<file path="config.mk">
export PLATFORM = sky130hd
export DESIGN_NAME = uart_tx_flat
export DESIGN_NICKNAME = d
export VERILOG_FILES = /design/src/rtl/uart_tx_if.sv /design/src/rtl/uart_tx.sv /design/src/flat_wrapper.sv
export SDC_FILE = /design/constraint.sdc
export NUM_CORES = 1
export LEC_CHECK = 0
export ABC_AREA = 1
export CAP_MARGIN = 40
export CORE_MARGIN = 2
export CORE_UTILIZATION = 50
export CTS_BUF_LIST = sky130_fd_sc_hd__clkbuf_8
export CTS_CLUSTER_SIZE = 40
export DETAILED_ROUTE_END_ITERATION = 6
export HOLD_SLACK_MARGIN = 0.08
export PLACE_DENSITY = 0.81
export SYNTH_ARGS = -nofsm -noshare
export SYNTH_HDL_FRONTEND = slang
export SYNTH_SLANG_ARGS = --single-unit
</file>
<file path="constraint.sdc">
create_clock -name clk -period 1.59 [get_ports clk]
set_input_delay 0.318 -clock clk [delete_from_list [all_inputs] [get_ports clk]]
set_output_delay 0.318 -clock clk [all_outputs]
set_load 0.03 [all_outputs]
</file>
<file path="src/rtl/uart_tx_if.sv">
`default_nettype none
// ============================================================================
//  Module      : uart_tx_if
//  Description : Memory-mapped write/status port of the serial transmitter
//                plus the serial line itself.
//  Revision    : 1.0 - initial release
// ============================================================================
interface uart_tx_if;
  logic        load;   // write strobe from the I/O decode
  logic [15:0] in;     // write data, only the low byte is transmitted
  logic [15:0] out;    // status word, bit 15 = busy
  logic        TX;     // serial line, idles high

  // CPU / bus side
  modport master (output load, output in, input out, input TX);
  // transmitter side
  modport slave  (input load, input in, output out, output TX);
endinterface
`default_nettype wire

</file>
<file path="src/rtl/uart_tx.sv">
`default_nettype none
// ============================================================================
//  Module      : uart_tx
//  Description : 8N1 serial transmitter with a 16-bit memory-mapped write
//                port and a busy flag in status bit 15. All outputs are
//                registered; a write while busy is dropped.
//  Revision    : 1.0 - initial release
// ============================================================================
module uart_tx #(
  parameter int CLKS_PER_BIT = 217
) (
  input  wire logic  clk,
  input  wire logic  reset,
  uart_tx_if.slave   bus
);

  // Baud counter width: ceil(log2(CLKS_PER_BIT)), never below one bit.
  localparam int c_BAUD_W = (CLKS_PER_BIT > 2) ? $clog2(CLKS_PER_BIT) : 1;
  localparam logic [c_BAUD_W-1:0] c_BAUD_MAX = c_BAUD_W'(CLKS_PER_BIT - 1);

  // Reject an unusable bit period at elaboration time.
  generate
    if (CLKS_PER_BIT < 2 || CLKS_PER_BIT > 65535) begin : g_param_check
      $error("uart_tx: CLKS_PER_BIT out of range 2..65535");
    end
  endgenerate

  typedef enum logic [1:0] {
    S_IDLE  = 2'd0,
    S_START = 2'd1,
    S_DATA  = 2'd2,
    S_STOP  = 2'd3
  } state_t;

  state_t              r_state;
  logic [c_BAUD_W-1:0] r_baud;
  logic [2:0]          r_bit;
  logic [7:0]          r_shift;
  logic                r_tx;
  logic                r_busy;

  // Last cycle of the current bit period.
  logic w_bit_done;
  assign w_bit_done = (r_baud == c_BAUD_MAX);

  // The upper write byte is deliberately ignored.
  logic w_unused_hi;
  assign w_unused_hi = ^bus.in[15:8];

  // Frame sequencer: IDLE -> START -> DATA x8 -> STOP, registered TX and busy.
  always_ff @(posedge clk) begin
    if (reset) begin
      r_state <= S_IDLE;
      r_baud  <= '0;
      r_bit   <= '0;
      r_shift <= '0;
      r_tx    <= 1'b1;
      r_busy  <= 1'b0;
    end else begin
      case (r_state)
        S_IDLE: begin
          r_tx   <= 1'b1;
          r_busy <= 1'b0;
          r_baud <= '0;
          r_bit  <= '0;
          if (bus.load) begin
            // Start bit goes out from the accepting edge onwards.
            r_shift <= bus.in[7:0];
            r_state <= S_START;
            r_tx    <= 1'b0;
            r_busy  <= 1'b1;
          end
        end

        S_START: begin
          if (w_bit_done) begin
            r_baud  <= '0;
            r_bit   <= '0;
            r_tx    <= r_shift[0];
            r_shift <= {1'b0, r_shift[7:1]};
            r_state <= S_DATA;
          end else begin
            r_baud <= r_baud + 1'b1;
          end
        end

        S_DATA: begin
          if (w_bit_done) begin
            r_baud <= '0;
            if (r_bit == 3'd7) begin
              r_tx    <= 1'b1;
              r_state <= S_STOP;
            end else begin
              r_tx    <= r_shift[0];
              r_shift <= {1'b0, r_shift[7:1]};
              r_bit   <= r_bit + 1'b1;
            end
          end else begin
            r_baud <= r_baud + 1'b1;
          end
        end

        S_STOP: begin
          if (w_bit_done) begin
            // Busy falls here; a load on this same edge is still ignored.
            r_baud  <= '0;
            r_tx    <= 1'b1;
            r_busy  <= 1'b0;
            r_state <= S_IDLE;
          end else begin
            r_baud <= r_baud + 1'b1;
          end
        end

        default: begin
          r_state <= S_IDLE;
          r_tx    <= 1'b1;
          r_busy  <= 1'b0;
          r_baud  <= '0;
        end
      endcase
    end
  end

  assign bus.TX  = r_tx;
  assign bus.out = {r_busy, 15'h0000};

endmodule
`default_nettype wire

</file>
<file path="src/flat_wrapper.sv">
// flat-port wrapper written by rule: the top's interface ports become plain ports
module uart_tx_flat 
#(
  parameter int CLKS_PER_BIT = 217
)
  (clk, reset, bus_load, bus_in, bus_out, bus_TX);
  uart_tx_if bus_i ();
  input  wire logic clk;
  input  wire logic reset;
  input wire logic [$bits(bus_i.load)-1:0] bus_load;
  input wire logic [$bits(bus_i.in)-1:0] bus_in;
  output wire logic [$bits(bus_i.out)-1:0] bus_out;
  output wire logic [$bits(bus_i.TX)-1:0] bus_TX;
  assign bus_i.load = bus_load;
  assign bus_i.in = bus_in;
  assign bus_out = bus_i.out;
  assign bus_TX = bus_i.TX;
  uart_tx #(.CLKS_PER_BIT(CLKS_PER_BIT)) u_core (.clk(clk), .reset(reset), .bus(bus_i));
endmodule
</file>
==> flow_summary.toml <==
[final_layout]
final_cells = 232
antenna_cells = 0
final_area_sq_mm = 0.00158
area_delta_synth_final_pct = 12.7
final_common_cell = "nand2_1"
nNetsFinal = 230
regArea_sq_um = 460
final_cell_mix = "nand2_1 (32), nor2_1 (24), dfxtp_1 (23)"
multi_input_area_sq_um = 786
fillerInstances = 259
drive_gt1_share_pct = 12.4

[routing]
viasPerCell = 4.61
vias = 1069
ant_nets = 0
drtIter0Drc = 34
wire_per_inst_microns = 9.73
firstDrtPassIters = 4
wl_mm = 2.26
drc_errors = 0

[clock_tree]
cts_buffers = 3
cts_tree = "done"
cts.sinks = 23
cts_setup_buffers = 0
cts_resized = 2
hold_buffers = 0
clockBufferDepth = 2
clkSlewWorstSetupHoldPaths_ps = 80
cts-root-buf = "clkbuf_8"
cts_max_level = 1
clk_latency_ps = 270

[synthesis]
syn_area_sq_mm = 0.00141
syn_area_per_cell_sq_um = 7.64
synth_seq_area_share_pct = 32.8
ys_types = 29
yosys_warnings = 0
netlist_instances = 184
synth-seq-cells = 23

[critical_path]
r2r-start = "u_core.r_state[1]$_SDFFE_PP0P_"
timing.reg2reg.setup_slack_ps = 130
crit_path_top_delay_cell = "dfxtp_1"
crit_required_ps = 1750
path_cells = "buf_4 > ha_1 > or2_4 > o21ai_4 > nand3_1 > nand2_1 > nor2_1"
worstSetupPathType = "reg -> reg"
cp.depth = 7
worstSetupEndpointType = "flip-flop"
critPathBufInv = 1
cp_max_fo = 6
cp_top_family = "simple AND/OR/NAND/NOR gates"
critPathArrivalTime_ps = 1620
crit_start = "u_core.r_state[1]$_SDFFE_PP0P_"
slowest_delay_ps = 320
ff2ff_path_depth = 7
crit_end = "u_core.r_state[0]$_SDFFE_PP0P_"
worstReg2RegEnd = "u_core.r_state[0]$_SDFFE_PP0P_"
start_kind = "flip-flop"

[pwr]
clkPwrFrac_pct = 14.4
p_switching_mw = 1.04
intPower_mw = 1.48
power.density_mw_per_mm2 = 1590
p_seq_share_pct = 32.3
switching_share_pct = 41.3
comb_power_share_pct = 53.3
power_mw = 2.51
p_leak_nw = 0.783
ir_drop_v = 0.00116

[placement]
placed_area_sq_mm = 0.00153
dp_hpwl_mm = 1.69
place_congestion = 0.823
placedCellCount = 228
numPortBuffers = 12

[sta]
max_freq_mhz = 685
finalSetupTns_ps = 0
setup_viol = 0
fin_skew_ps = 3.08
post-route-period-util_pct = 91.8
maxSlewViolCount = 0
hold_viol = 0
period_minus_slack_ps = 1460
rsz0062_at_grt = "no"

[job]
cap_violations = 0

[status]
status = "complete, no violations"

[floorplanning]
die-width_microns = 57.0
fp.coreArea_sq_mm = 0.00271
die_h_microns = 57.0
dieArea_sq_mm = 0.00325
rows = 19
io_pins = 36
initial_utilization_pct = 51.8

[grt]
grt_pass1_wl_mm = 3.94
antenna_found_initial = 0
globalRouteMet3Util_pct = 4.76
busiest_layer = "met2"
grt_use_total_pct = 15.2
use_met2_pct = 24.3
grt_max_degree = 23
grt_pass1_vias = 934
gr-usage-met1_pct = 19.6
grt_remaining_overflow = 0

[hold_path]
hold_class = "reg -> reg"
[synth_stat cells]
| cell type | number | area (sq um) |
|---|---|---|
| ha_1 | 9 | 113 |
| nor3b_1 | 1 | 7.51 |
| nor2_4 | 2 | 22.5 |
| and3_1 | 1 | 6.26 |
| a21o_1 | 1 | 7.51 |
| nor2_2 | 1 | 6.26 |
| o21ai_4 | 1 | 16.3 |
| buf_1 | 1 | 3.75 |
| or2_4 | 1 | 8.76 |
| xor2_1 | 3 | 26.3 |
| inv_1 | 16 | 60.1 |
| nor2_1 | 24 | 90.1 |
| nand3_2 | 2 | 20.0 |
| nand2_4 | 2 | 22.5 |
| buf_4 | 17 | 128 |
| dfxtp_1 | 23 | 460 |
| nor3_1 | 2 | 10.0 |
| inv_2 | 1 | 3.75 |
| nand2_1 | 32 | 120 |
| conb_1 | 1 | 3.75 |
| nand2_2 | 1 | 6.26 |
| nand3_1 | 15 | 75.1 |
| or2_2 | 1 | 6.26 |
| mux2i_1 | 7 | 70.1 |
| buf_6 | 2 | 22.5 |
| clkbuf_2 | 1 | 5.00 |
| a21oi_1 | 14 | 70.1 |
| a21oi_2 | 1 | 8.76 |
| o21ai_0 | 1 | 5.00 |
[flip-flops by register name, summed over array words and instances, names as in the netlist]
| signal | cells |
|---|---|
| u_core.r_state | 2 |
| u_core.r_shift | 8 |
| u_core.r_baud | 8 |
| u_core.r_busy | 1 |
| u_core.bus.TX | 1 |
| u_core.r_bit | 3 |
[metal layers]
| layer | part of all wire (%) | up-vias |
|---|---|---|
| met2 | 48 | 17 |
| met3 | 4.1 | 2 |
| li1 | - | 588 |
| met1 | 48 | 462 |
| met4 | 0.40 | 0 |
| met5 | 0 | - |
[stage by stage]
step | hold WS [ps] | utilization [%] | setup WS (ps)
6_report | 463 | 58.4 | 130
5_1_grt | 494 | 58.4 | 2.08
4_1_cts | 466 | 58.0 | 73.8
3_5_place_dp | 448 | 56.5 | 34.9
3_3_place_gp | 445 | 56.5 | 41.4
2_1_floorplan | 380 | - | 126
[power by group through the flow]
stage | Combinational, mW | Clock, mW | Sequential, mW
final | 1.34 | 0.362 | 0.812
after global placement | 1.32 | 0 | 0.820
after global routing | 1.52 | 0.397 | 0.835
after CTS | 1.32 | 0.376 | 0.812
after detailed placement | 1.34 | 0 | 0.824
after floorplan | 1.10 | 0 | 0.836
[worst register-to-register path: stages, from the launching register on]
cell     delay (ps)
dfxtp_1         320
buf_4           130
ha_1            220
or2_4           310
o21ai_4         190
nand3_1         100
nand2_1          70
nor2_1           30
[layout make-up]
class                   count  share of cell area (%)
flip-flops and latches     23                    29.1
inverters                  17                    4.03
clock inverters             1                   0.237
clock buffers               3                    2.61
repair buffers             20                    12.0
multi-input cells         137                    49.6
well taps                  31                    2.45
[kinds of logic after synthesis]
group | share of synthesized area [%]
buffers and inverters | 15.8
AND/OR/NAND/NOR | 28.6
other | 0.267
AO/OA/AOI/OAI | 7.66
XOR/XNOR | 1.87
multiplexers | 4.99
adder cells (fa/ha/maj) | 8.01
flip-flops | 32.8
[worst min path at each step]
| stage | startpoint | end | cells past startpoint |
|---|---|---|---|
| floorplan | reset | u_core.r_shift[7]$_SDFFE_PP0P_ | 1 |
| global placement | u_core.r_baud[0]$_SDFF_PP0_ | u_core.r_baud[0]$_SDFF_PP0_ | 1 |
| detailed placement | u_core.r_baud[0]$_SDFF_PP0_ | u_core.r_baud[0]$_SDFF_PP0_ | 1 |
| CTS | u_core.r_baud[0]$_SDFF_PP0_ | u_core.r_baud[0]$_SDFF_PP0_ | 1 |
| global route | u_core.r_shift[7]$_SDFFE_PP0P_ | u_core.r_shift[7]$_SDFFE_PP0P_ | 2 |
| finish | u_core.r_baud[0]$_SDFF_PP0_ | u_core.r_baud[0]$_SDFF_PP0_ | 1 |
(Power assumes the default switching activity.)
